### src/rtl/commu_sweep_ctrl.sv
// Rate-sweep sequencer for the commu link test: holds commu_top in reset, runs one
// transfer per table rate, records pass/fail per rate. Option macro: SWEEP_PATTERN_ALT_EN.
module commu_sweep_ctrl #(
  parameter logic [31:0] TX_COUNT   = 32'd1000,
  parameter logic [15:0] SETTLE_US  = 16'd100,
  parameter logic [31:0] TIMEOUT_US = 32'd1_000_000
) (
  input  logic        clk_sys,
  input  logic        rst,
  input  logic        pluse_us,
  input  logic        start,
  input  logic        abort,
  input  logic [31:0] rx_total,
  input  logic        rx_error,
  output logic [15:0] tbit_fre,
  output logic [31:0] tx_total,
  output logic        tx_pattern,
  output logic        commu_rst_n,
  output logic [2:0]  step_idx,
  output logic        busy,
  output logic        done,
  output logic [7:0]  pass_mask,
  output logic [2:0]  state_dbg
);

  localparam logic [2:0] S_IDLE   = 3'd0;
  localparam logic [2:0] S_HOLD   = 3'd1;
  localparam logic [2:0] S_RUN    = 3'd2;
  localparam logic [2:0] S_RECORD = 3'd3;
  localparam logic [2:0] S_DONE   = 3'd4;

  logic [2:0]  state;
  logic [15:0] settle_cnt;
  logic [31:0] tmo_cnt;
  logic        blank;
  logic        run_ok;
  logic        rec_ok;
  logic        last_run;

`ifdef SWEEP_PATTERN_ALT_EN
  logic first_ok;
  assign rec_ok   = first_ok & run_ok;
  assign last_run = tx_pattern;
`else
  assign rec_ok   = run_ok;
  assign last_run = 1'b1;
`endif

  assign tx_total  = TX_COUNT;
  assign state_dbg = state;

  always_comb begin
    tbit_fre = 16'd10000;
    case (step_idx)
      3'd0: tbit_fre = 16'd10000;
      3'd1: tbit_fre = 16'd5000;
      3'd2: tbit_fre = 16'd2000;
      3'd3: tbit_fre = 16'd1000;
      3'd4: tbit_fre = 16'd500;
      3'd5: tbit_fre = 16'd100;
      3'd6: tbit_fre = 16'd50;
      3'd7: tbit_fre = 16'd10;
      default: tbit_fre = 16'd10000;
    endcase
  end

  // start is a plain level, accepted only in IDLE/DONE; abort wins over everything else.
  // A pulse landing on a state change is loaded into the counter of the state entered.
  always_ff @(posedge clk_sys or posedge rst) begin
    if (rst) begin
      state       <= S_IDLE;
      settle_cnt  <= 16'd0;
      tmo_cnt     <= 32'd0;
      blank       <= 1'b0;
      run_ok      <= 1'b0;
      step_idx    <= 3'd0;
      pass_mask   <= 8'd0;
      busy        <= 1'b0;
      done        <= 1'b0;
      commu_rst_n <= 1'b0;
      tx_pattern  <= 1'b0;
`ifdef SWEEP_PATTERN_ALT_EN
      first_ok    <= 1'b0;
`endif
    end else if (abort && state != S_IDLE) begin
      state       <= S_IDLE;
      commu_rst_n <= 1'b0;
      busy        <= 1'b0;
      done        <= 1'b0;
      tx_pattern  <= 1'b0;
    end else begin
      case (state)
        S_IDLE, S_DONE: begin
          if (start) begin
            state       <= S_HOLD;
            pass_mask   <= 8'd0;
            done        <= 1'b0;
            step_idx    <= 3'd0;
            busy        <= 1'b1;
            tx_pattern  <= 1'b0;
            commu_rst_n <= 1'b0;
            settle_cnt  <= {15'd0, pluse_us};
          end
        end
        S_HOLD: begin
          if (settle_cnt >= SETTLE_US) begin
            state       <= S_RUN;
            commu_rst_n <= 1'b1;
            tmo_cnt     <= {31'd0, pluse_us};
            blank       <= 1'b1;
          end else if (pluse_us) begin
            settle_cnt <= settle_cnt + 16'd1;
          end
        end
        S_RUN: begin
          if (blank) begin
            blank <= 1'b0;
            if (pluse_us) tmo_cnt <= tmo_cnt + 32'd1;
          end else if (rx_error) begin
            run_ok      <= 1'b0;
            state       <= S_RECORD;
            commu_rst_n <= 1'b0;
          end else if (rx_total == TX_COUNT) begin
            run_ok      <= 1'b1;
            state       <= S_RECORD;
            commu_rst_n <= 1'b0;
          end else if (tmo_cnt >= TIMEOUT_US) begin
            run_ok      <= 1'b0;
            state       <= S_RECORD;
            commu_rst_n <= 1'b0;
          end else if (pluse_us) begin
            tmo_cnt <= tmo_cnt + 32'd1;
          end
        end
        S_RECORD: begin
          if (last_run) begin
            pass_mask[step_idx] <= rec_ok;
            tx_pattern          <= 1'b0;
            if (step_idx == 3'd7) begin
              state <= S_DONE;
              busy  <= 1'b0;
              done  <= 1'b1;
            end else begin
              step_idx   <= step_idx + 3'd1;
              state      <= S_HOLD;
              settle_cnt <= {15'd0, pluse_us};
            end
          end
`ifdef SWEEP_PATTERN_ALT_EN
          else begin
            // First run of a rate: remember it and repeat with the alternate pattern.
            first_ok   <= run_ok;
            tx_pattern <= 1'b1;
            state      <= S_HOLD;
            settle_cnt <= {15'd0, pluse_us};
          end
`endif
        end
        default: state <= S_IDLE;
      endcase
    end
  end

endmodule

### config.mk
export PLATFORM = sky130hd
export DESIGN_NAME = commu_sweep_ctrl
export DESIGN_NICKNAME = d
export VERILOG_FILES = /design/src/rtl/commu_sweep_ctrl.sv
export SDC_FILE = /design/constraint.sdc
export NUM_CORES = 1
export LEC_CHECK = 0
export BUFFER_PORTS_ARGS = -buffer_cell sky130_fd_sc_hd__buf_2
export CAP_MARGIN = 20
export CORE_MARGIN = 2
export CORE_UTILIZATION = 50
export DETAILED_ROUTE_END_ITERATION = 6
export PLACE_DENSITY = 0.87
export SYNTH_ARGS = -nofsm -noshare
export SYNTH_HDL_FRONTEND = slang
export SYNTH_SLANG_ARGS = --single-unit
export TNS_END_PERCENT = 10
### constraint.sdc
create_clock -name clk_sys -period 4.87 [get_ports clk_sys]
set_input_delay 0.487 -clock clk_sys [delete_from_list [all_inputs] [get_ports clk_sys]]
set_output_delay 0.487 -clock clk_sys [all_outputs]
set_load 0.01 [all_outputs]
==> impl_metrics.toml, run 1 <==
[yosys]
syn_inst = 483
synth_seq_cells = 67
synthFlopType = "dfrtp_1"
yosysTopAreaCell = "dfrtp_1"
synth_top_cell_area_share_pct = 40.2
postSynth.asyncResetShare_pct = 100
syn_area_per_cell_um2 = 8.64
synth-edff-count = 0
synth_cell_type_count = 46
syn-cell-area_um2 = 4170
yosysSeqAreaShare_pct = 40.2
synthTopCellsByArea = "dfrtp_1 (40%), buf_4 (6.7%), o31ai_1 (6.5%), nand2_1 (4.4%), ha_1 (4.2%)"
ys_warn_count = 0

[cells_and_area]
fill_cells = 731
drive_gt1_share_pct = 16.6
syn2layout_area_growth_pct = 11.2
layout_commonest_cell = "dfrtp_1"
diodes = 0
layout.nets = 595
final_cell_mix = "dfrtp_1 (67), buf_2 (66), nand2_1 (49)"

[worst_setup_path]
crit_required_ns = 5.10
cp_top_family = "compound AO/OA/AOI/OAI gates"
path_class = "flop to flop"
arrival_ns = 3.09
worstSetupStartpointType = "flop"
path_buf_inv = 0
crit_chain = "o311ai_0, a41o_1, a21o_1, nor4_1, a311o_1"
slowest_stage = "a21o_1"
max_stage_delay_ns = 0.78
crit_path_end_kind = "flop"
crit_fanout = 35

[clocking]
cts_setup_buffers = 0
cts_tree = "yes"
cts.path.max_buffers = 2
cts_max_level = 3
insertion_delay_ns = 0.35
cts_hold_buf = 0
cts.sinks = 67
post_cts_resized = 0
cts_inserted_buffers = 9
path_clk_slew_ns = 0.08
root_buffer = "clkbuf_8"

[sta]
setup_tns_ns = 0
setup_viol = 0
slew_violations = 0
finalHoldViolCount = 0
fin_crit_ns = 2.86
grt_setup_unrepaired = "false"
skew_ns = 0.0116
max_slew.worst_pin.slew_ns = 0.996
finalCritPeriodShare_pct = 58.7
fmax_ghz = 0.350
slew_headroom_pct = 33.6

[pwr]
p_switching_mw = 0.419
leakagePower_nw = 2.18
p_clk_share_pct = 34.8
p_comb_share_pct = 17.5
p_total_mw = 1.33
vdd_ir_drop_max_uv = 148
switching_share_pct = 31.6
internal-power_mw = 0.908
p_per_area_nw_per_um2 = 286
seqPwrFrac_pct = 47.7

[floorplan]
rows = 33
ios = 104
die_w_um = 95.3
core_um2 = 8130
initial_utilization_pct = 51.3
die_y_um = 95.3
die-area_um2 = 9090

[run_status]
status = "finished clean"

[grt]
grt_max_degree = 68
grt_pass1_vias = 3371
grt_pass1_wl_mm = 15.2
gr-usage-all-layers_pct = 21.0
antenna_found_initial = 0
grt_overflow = 0

[routing]
ant_nets = 0
avgRoutedWirePerCell_um = 14.4
first_pass_iters = 5
via_count = 3791
viasPerCell = 5.81
drt-initial-drc-count = 254
wl_mm = 9.40
drc = 0

[worst_hold_path]
hp-class = "input port to flop"

[place]
hpwl_mm = 6.72
place.port_buffers = 66
gp_congestion = 0.826

[flow_run]
drv_cap = 0
==> metal layers <==
| metal | vias up | GRT usage [%] | wire (um) |
|---|---|---|---|
| met3 | 12 | 5.22 | 557 |
| met5 | - | 0 | 0 |
| met4 | 0 | 5.31 | 75 |
| met1 | 1827 | 26.8 | 4000 |
| met2 | 132 | 35.9 | 4770 |
| li1 | 1820 | - | - |
==> worst reg2reg max path, delay by kind of cell, from the launching register on <==
| family | cells | cell delay (ns) |
|---|---|---|
| flops | 1 | 0.42 |
| simple gates | 1 | 0.14 |
| compound gates | 4 | 2.16 |
==> synth_stat cells, types with 2 or more instances <==
| master | instances |
|---|---|
| or4_1 | 15 |
| mux2i_1 | 2 |
| or3_1 | 7 |
| o41ai_1 | 3 |
| a21o_1 | 3 |
| and3_1 | 6 |
| and4_1 | 10 |
| o31ai_1 | 36 |
| nor2_1 | 34 |
| nand2b_1 | 5 |
| nor4_1 | 12 |
| nand2_1 | 49 |
| inv_1 | 17 |
| nor3_1 | 6 |
| and3b_1 | 2 |
| dfrtp_1 | 67 |
| o21ai_0 | 27 |
| a21oi_1 | 34 |
| buf_2 | 3 |
| xnor2_1 | 3 |
| ha_1 | 14 |
| buf_4 | 37 |
| nor2b_1 | 3 |
| a31oi_1 | 9 |
| nand4_1 | 12 |
| conb_1 | 2 |
| and2_1 | 15 |
| or2_2 | 2 |
| nand3_1 | 16 |
| clkbuf_1 | 16 |
==> registers in the layout, indices dropped and copies added, names as in the netlist <==
| name | count |
|---|---|
| busy | 1 |
| tmo_cnt | 32 |
| settle_cnt | 16 |
| step_idx | 3 |
| pass_mask | 8 |
| rec_ok | 1 |
| blank | 1 |
| state_dbg | 3 |
| commu_rst_n | 1 |
| done | 1 |
==> power by group through the flow <==
stage          clock network, mW  logic, mW  registers [mW]
6_report                   0.462      0.232           0.632
5_1_grt                    0.496      0.268           0.640
4_1_cts                    0.472      0.235           0.632
3_5_place_dp                   0      0.233           0.643
3_3_place_gp                   0      0.223           0.641
2_1_floorplan                  0      0.187           0.626
==> final cells by class <==
class | count | area, um2 | share of cell area, %
multi-input combinational | 377 | 2200 | 47.4
timing repair buffer | 71 | 375 | 8.09
clock buffer | 10 | 128 | 2.75
tap | 105 | 131 | 2.83
clock inverter | 6 | 65.1 | 1.40
sequential | 67 | 1680 | 36.1
inverter | 17 | 63.8 | 1.38
==> per-stage QoR <==
stage | hold WS [ns] | cell area [um2] | utilization (%) | setup WS [ns] | instances
4_1_cts | 0.343 | 4630 | 56.9 | 2.05 | 652
3_3_place_gp | 0.466 | 4420 | 54.4 | 1.80 | 635
6_report | 0.362 | 4640 | 57.0 | 2.01 | 653
3_5_place_dp | 0.472 | 4440 | 54.6 | 2.14 | 636
5_1_grt | 0.346 | 4640 | 57.0 | 1.80 | 653
2_1_floorplan | 0.444 | 4300 | - | 2.55 | 518
==> worst paths after layout <==
path	cells past startpoint	slack, ns	end	start
max in group asynchronous	3	3.95	tmo_cnt[17]	rst
hold / removal	2	0.36	rec_ok	rx_error
setup reg to reg	5	2.01	tmo_cnt[31]	settle_cnt[4]
setup / recovery	5	2.01	tmo_cnt[31]	settle_cnt[4]
hold reg to reg	1	0.49	settle_cnt[7]	settle_cnt[7]
min in group asynchronous	3	0.38	step_idx[1]	rst
==> cells by family after synthesis <==
family          synth area share [%]
simple gates                    25.5
mux                            0.480
other cells                    0.180
compound gates                  18.6
buf+inv                         10.3
flops                           40.2
xor+xnor                       0.630
fa+ha+maj                       4.20
(Power assumes the default switching activity.)
==> run 2, diff against run 1 <==
--- a/config.mk
+++ b/config.mk
@@ -8,9 +8,9 @@
 export BUFFER_PORTS_ARGS = -buffer_cell sky130_fd_sc_hd__buf_2
 export CAP_MARGIN = 20
 export CORE_MARGIN = 2
-export CORE_UTILIZATION = 50
+export CORE_UTILIZATION = 49
 export DETAILED_ROUTE_END_ITERATION = 6
-export PLACE_DENSITY = 0.87
+export PLACE_DENSITY = 0.88
 export SYNTH_ARGS = -nofsm -noshare
 export SYNTH_HDL_FRONTEND = slang
 export SYNTH_SLANG_ARGS = --single-unit
==> constraint.sdc (replaced) <==
create_clock -name clk_sys -period 2.6 [get_ports clk_sys]
set_input_delay 0.26 -clock clk_sys [delete_from_list [all_inputs] [get_ports clk_sys]]
set_output_delay 0.26 -clock clk_sys [all_outputs]
set_load 0.01 [all_outputs]
==> run 2 against run 1 <==
  * Via count increased by 0.40%
  * Clock-buffer cell count increased by 1
  * Largest cell class unchanged
  * Register-to-register slack got worse by 1.9 ns
  * Highest routed layer unchanged
  * Sequential cell count unchanged
  * Final area increased by 2.4%
  * Setup slack got worse by 1.9 ns
  * Combinational power increased by 120%
  * Sequential share of layout area decreased by 0.84 points
  * Non-clock buffer count increased by 15
  * Maximum frequency increased by 15%
  * Global-route usage about the same
  * Clock skew increased by 0.0016 ns
==> impl_metrics.toml, run 2 (same netlist as run 1, synthesis figures left out) <==
[worst_hold_path]
hp-class = "input port to async pin"

[clocking]
cts.path.max_buffers = 2
root_buffer = "clkbuf_8"
post_cts_resized = 0
path_clk_slew_ns = 0.08
cts_hold_buf = 0
insertion_delay_ns = 0.35
cts_setup_buffers = 0
cts_inserted_buffers = 9
cts_max_level = 3
cts_tree = "yes"
cts.sinks = 67

[sta]
skew_ns = 0.0132
max_slew.worst_pin.slew_ns = 0.752
setup_viol = 0
fin_crit_ns = 2.49
fmax_ghz = 0.401
setup_tns_ns = 0
finalHoldViolCount = 0
slew_headroom_pct = 49.3
finalCritPeriodShare_pct = 95.9
slew_violations = 0

[cells_and_area]
fill_cells = 681
final_cell_count_no_fill = 668
syn2layout_area_growth_pct = 13.8
final_area_um2 = 4750
layout_commonest_cell = "dfrtp_1"
regMostFlops = "tmo_cnt"
postLayoutCoreUtil_pct = 57.8
reg_top3 = "tmo_cnt x32, settle_cnt x16, pass_mask x8"
diodes = 0
largest_reg_flops = 32
final_cell_mix = "dfrtp_1 (67), buf_2 (66), nand2_1 (49)"
drive_gt1_share_pct = 18.8
layout.nets = 610

[worst_setup_path]
crit_path_end_kind = "flop"
slowest_stage = "or4_1"
worstRegToRegCells = 7
r2r_end = "tmo_cnt[25]"
critPathCapture = "tmo_cnt[25]"
r2r_start = "tmo_cnt[25]"
crit_required_ns = 2.88
path_class = "flop to flop"
worstSetupStartpoint = "tmo_cnt[25]"
arrival_ns = 2.77
worstSetupStartpointType = "flop"
max_stage_delay_ns = 0.53
rrSetupSlack_ns = 0.11
crit_fanout = 22
crit_chain = "or4_1, nor3_2, nand3_1, o31a_1, buf_4, or4_1, a21oi_1"
crit_top_cell = "or4_1"

[grt]
grt_pass1_wl_mm = 15.6
grt_overflow = 0
antenna_found_initial = 0
grt_max_degree = 35
grt_pass1_vias = 3464
gr-usage-all-layers_pct = 21.1

[pwr]
p_clk_share_pct = 34.4
seqPwrFrac_pct = 45.7
switching_share_pct = 30.9
p_total_mw = 2.53
p_per_area_nw_per_um2 = 534
vdd_ir_drop_max_uv = 278
p_switching_mw = 0.782
leakagePower_nw = 2.26
internal-power_mw = 1.75
p_comb_share_pct = 19.9

[floorplan]
die_w_um = 96.3
die-area_um2 = 9270
core_um2 = 8220
rows = 33
die_y_um = 96.3
initial_utilization_pct = 50.8
ios = 104

[routing]
via_count = 3806
drt-initial-drc-count = 268
drc = 0
avgRoutedWirePerCell_um = 14.5
ant_nets = 0
wl_mm = 9.68
first_pass_iters = 4
viasPerCell = 5.70

[place]
hpwl_mm = 6.96
dp_cells = 652
gp_congestion = 0.839
place.port_buffers = 66
placed_area_um2 = 4550

[run_status]
status = "finished clean"

[flow_run]
drv_cap = 0
[run 2: how the worst min path moves through the flow]
| stage | startpoint | to | slack [ns] |
|---|---|---|---|
| 2_1_floorplan | rx_error | rec_ok | 0.36 |
| 3_3_place_gp | rst | tmo_cnt[17] | 0.41 |
| 3_5_place_dp | rst | tmo_cnt[18] | 0.43 |
| 4_1_cts | rst | tmo_cnt[19] | 0.05 |
| 5_1_grt | rst | tmo_cnt[19] | 0.10 |
| 6_report | rst | step_idx[1] | 0.03 |
[run 2: area by class of cell]
type                       instances  area, um2  area share (%)
sequential                        67       1680            35.3
timing repair buffer              86        484            10.2
tap                              105        131            2.77
inverter                          17       63.8            1.34
multi-input combinational        377       2200            46.3
clock buffer                      11        141            2.98
clock inverter                     5       52.6            1.11
[run 2: critical path: cells and delay by family (launching register included)]
kind	cells	cell delay [ns]
and+or+nand+nor	4	1.29
AOI/OAI and AO/OA	2	0.50
DFF	1	0.42
buffers and inverters	1	0.21
[run 2: per-stage QoR]
stage | hold slack (ns) | setup slack (ns)
floorplan | 0.358 | 0.282
global placement | 0.412 | 0.188
detailed placement | 0.428 | 0.157
CTS | 0.0505 | 0.135
global route | 0.101 | -0.0112
finish | 0.0314 | 0.106
[run 2: power by group through the flow]
stage          combinational (mW)  sequential, mW  clock, mW
3_3_place_gp                0.485            1.17          0
5_1_grt                     0.582            1.17      0.925
4_1_cts                     0.507            1.16      0.881
6_report                    0.504            1.16      0.873
3_5_place_dp                0.505            1.18          0
2_1_floorplan               0.350            1.17          0
[run 2: routing by layer]
layer	vias to the layer above	part of all wire, %	global-route usage (%)
li1	1849	-	-
met1	1834	43	26.6
met2	102	50	35.6
met3	21	4.6	4.78
met4	0	1.9	6.67
met5	-	0	0
==> run 3, diff against run 2 <==
--- a/config.mk
+++ b/config.mk
@@ -10,6 +10,7 @@
 export CORE_MARGIN = 2
 export CORE_UTILIZATION = 49
 export DETAILED_ROUTE_END_ITERATION = 6
+export MAX_ROUTING_LAYER = met4
 export PLACE_DENSITY = 0.88
 export SYNTH_ARGS = -nofsm -noshare
 export SYNTH_HDL_FRONTEND = slang
==> run 3 against run 2 <==
  * Utilization is the same
  * Worst hold slack improved by 0.0057 ns
  * Sequential power about the same
  * Sequential share of layout area is the same
  * Via count is 0.79% higher
  * Total power down 0.33%
  * Final area unchanged
  * Maximum frequency is 0.44% lower
  * Clock power is 0.9% lower
  * Final cell count did not move
  * Combinational power hardly changed
  * Non-clock buffer count is the same
  * Critical path type unchanged
==> impl_metrics.toml, run 3 (same netlist as run 1, synthesis figures left out) <==
[worst_hold_path]
hp-class = "input port to async pin"

[clocking]
cts.path.max_buffers = 2
cts_inserted_buffers = 9
root_buffer = "clkbuf_8"
path_clk_slew_ns = 0.07
cts_tree = "yes"
cts.sinks = 67
insertion_delay_ns = 0.35
cts_max_level = 3
cts_setup_buffers = 0

[place]
place.port_buffers = 66
placed_area_um2 = 4550
dp_cells = 652
hpwl_mm = 6.96
gp_congestion = 0.852

[cells_and_area]
syn2layout_area_growth_pct = 13.8
final_area_um2 = 4750
layout.nets = 610
regMostFlops = "tmo_cnt"
final_cell_count_no_fill = 668
drive_gt1_share_pct = 18.8
layout_commonest_cell = "dfrtp_1"
final_cell_mix = "dfrtp_1 (67), buf_2 (66), nand2_1 (49)"
reg_top3 = "tmo_cnt x32, settle_cnt x16, pass_mask x8"
postLayoutCoreUtil_pct = 57.8
diodes = 0
largest_reg_flops = 32

[worst_setup_path]
worstRegToRegCells = 7
path_class = "flop to flop"
crit_path_end_kind = "flop"
worstSetupStartpoint = "tmo_cnt[25]"
rrSetupSlack_ns = 0.1
worstSetupStartpointType = "flop"
r2r_start = "tmo_cnt[25]"
r2r_end = "tmo_cnt[29]"
crit_fanout = 22
crit_required_ns = 2.87
arrival_ns = 2.77
critPathCapture = "tmo_cnt[29]"

[routing]
ant_nets = 0
first_pass_iters = 5
drt-initial-drc-count = 268
avgRoutedWirePerCell_um = 14.5
via_count = 3836
viasPerCell = 5.74
wl_mm = 9.71
drc = 0

[grt]
antenna_found_initial = 0
grt_overflow = 0
gr-usage-all-layers_pct = 21.7
grt_pass1_wl_mm = 15.7
grt_pass1_vias = 3464
grt_max_degree = 35

[sta]
slew_headroom_pct = 49.2
setup_viol = 0
fin_crit_ns = 2.50
slew_violations = 0
skew_ns = 0.0122
fmax_ghz = 0.399
finalCritPeriodShare_pct = 96.3
max_slew.worst_pin.slew_ns = 0.755
finalHoldViolCount = 0

[pwr]
p_per_area_nw_per_um2 = 532
leakagePower_nw = 2.26
vdd_ir_drop_max_uv = 278

[floorplan]
die-area_um2 = 9270
die_w_um = 96.3
initial_utilization_pct = 50.8
die_y_um = 96.3
ios = 104
rows = 33
core_um2 = 8220

[run_status]
status = "finished clean"

[flow_run]
drv_cap = 0
## run 3: final cells by class
type / instances / area (um2)
clock buffer: 11 / 141
clock inverter: 5 / 52.6
fill: 681 / 3470
inverter: 17 / 63.8
multi-input combinational: 377 / 2200
sequential: 67 / 1680
tap: 105 / 131
timing repair buffer: 86 / 484
## run 3: routing by layer
| metal | vias up | routed length, um | track usage [%] |
|---|---|---|---|
| met5 | - | 0 | - |
| met4 | 0 | 178 | 6.67 |
| met3 | 23 | 541 | 4.78 |
| met2 | 130 | 4880 | 35.8 |
| met1 | 1832 | 4110 | 26.6 |
| li1 | 1851 | - | - |
## run 3: worst max-delay path: stages, from the launching register on
cell	delay, ns
dfrtp_1	0.42
or4_1	0.52
nor3_2	0.14
nand3_1	0.13
o31a_1	0.35
buf_4	0.21
or4_1	0.51
a21oi_1	0.15
## run 3: through the flow
stage / power, mW / TNS, ns / setup slack [ns] / hold WS [ns]
floorplan: 1.52 / 0 / 0.282 / 0.358
global placement: 1.66 / 0 / 0.188 / 0.412
detailed placement: 1.68 / 0 / 0.157 / 0.428
CTS: 2.54 / 0 / 0.135 / 0.0505
global route: 2.68 / -0.0147 / -0.0112 / 0.101
finish: 2.53 / 0 / 0.0953 / 0.0371
## run 3: power by group
part	switching (mW)	internal, mW	total [mW]
sequential	0.0600	1.10	1.16
clock	0.400	0.464	0.865
combinational	0.313	0.192	0.505
## run 3: worst min-delay path by stage
| stage | startpoint | endpoint | slack (ns) | depth (start not counted) |
|---|---|---|---|---|
| after floorplan | rx_error | rec_ok | 0.36 | 1 |
| after global placement | rst | tmo_cnt[17] | 0.41 | 2 |
| after detailed placement | rst | tmo_cnt[18] | 0.43 | 2 |
| after CTS | rst | tmo_cnt[19] | 0.05 | 2 |
| after global routing | rst | tmo_cnt[19] | 0.10 | 2 |
| final | rst | tmo_cnt[19] | 0.04 | 2 |
## run 3: timing repair
| action | 4_1_cts | 5_1_grt |
|---|---|---|
| endpoints found under the setup margin | 0 | 1 |
| gates resized for setup | 0 | 1 |
| hold buffers | 0 | 0 |
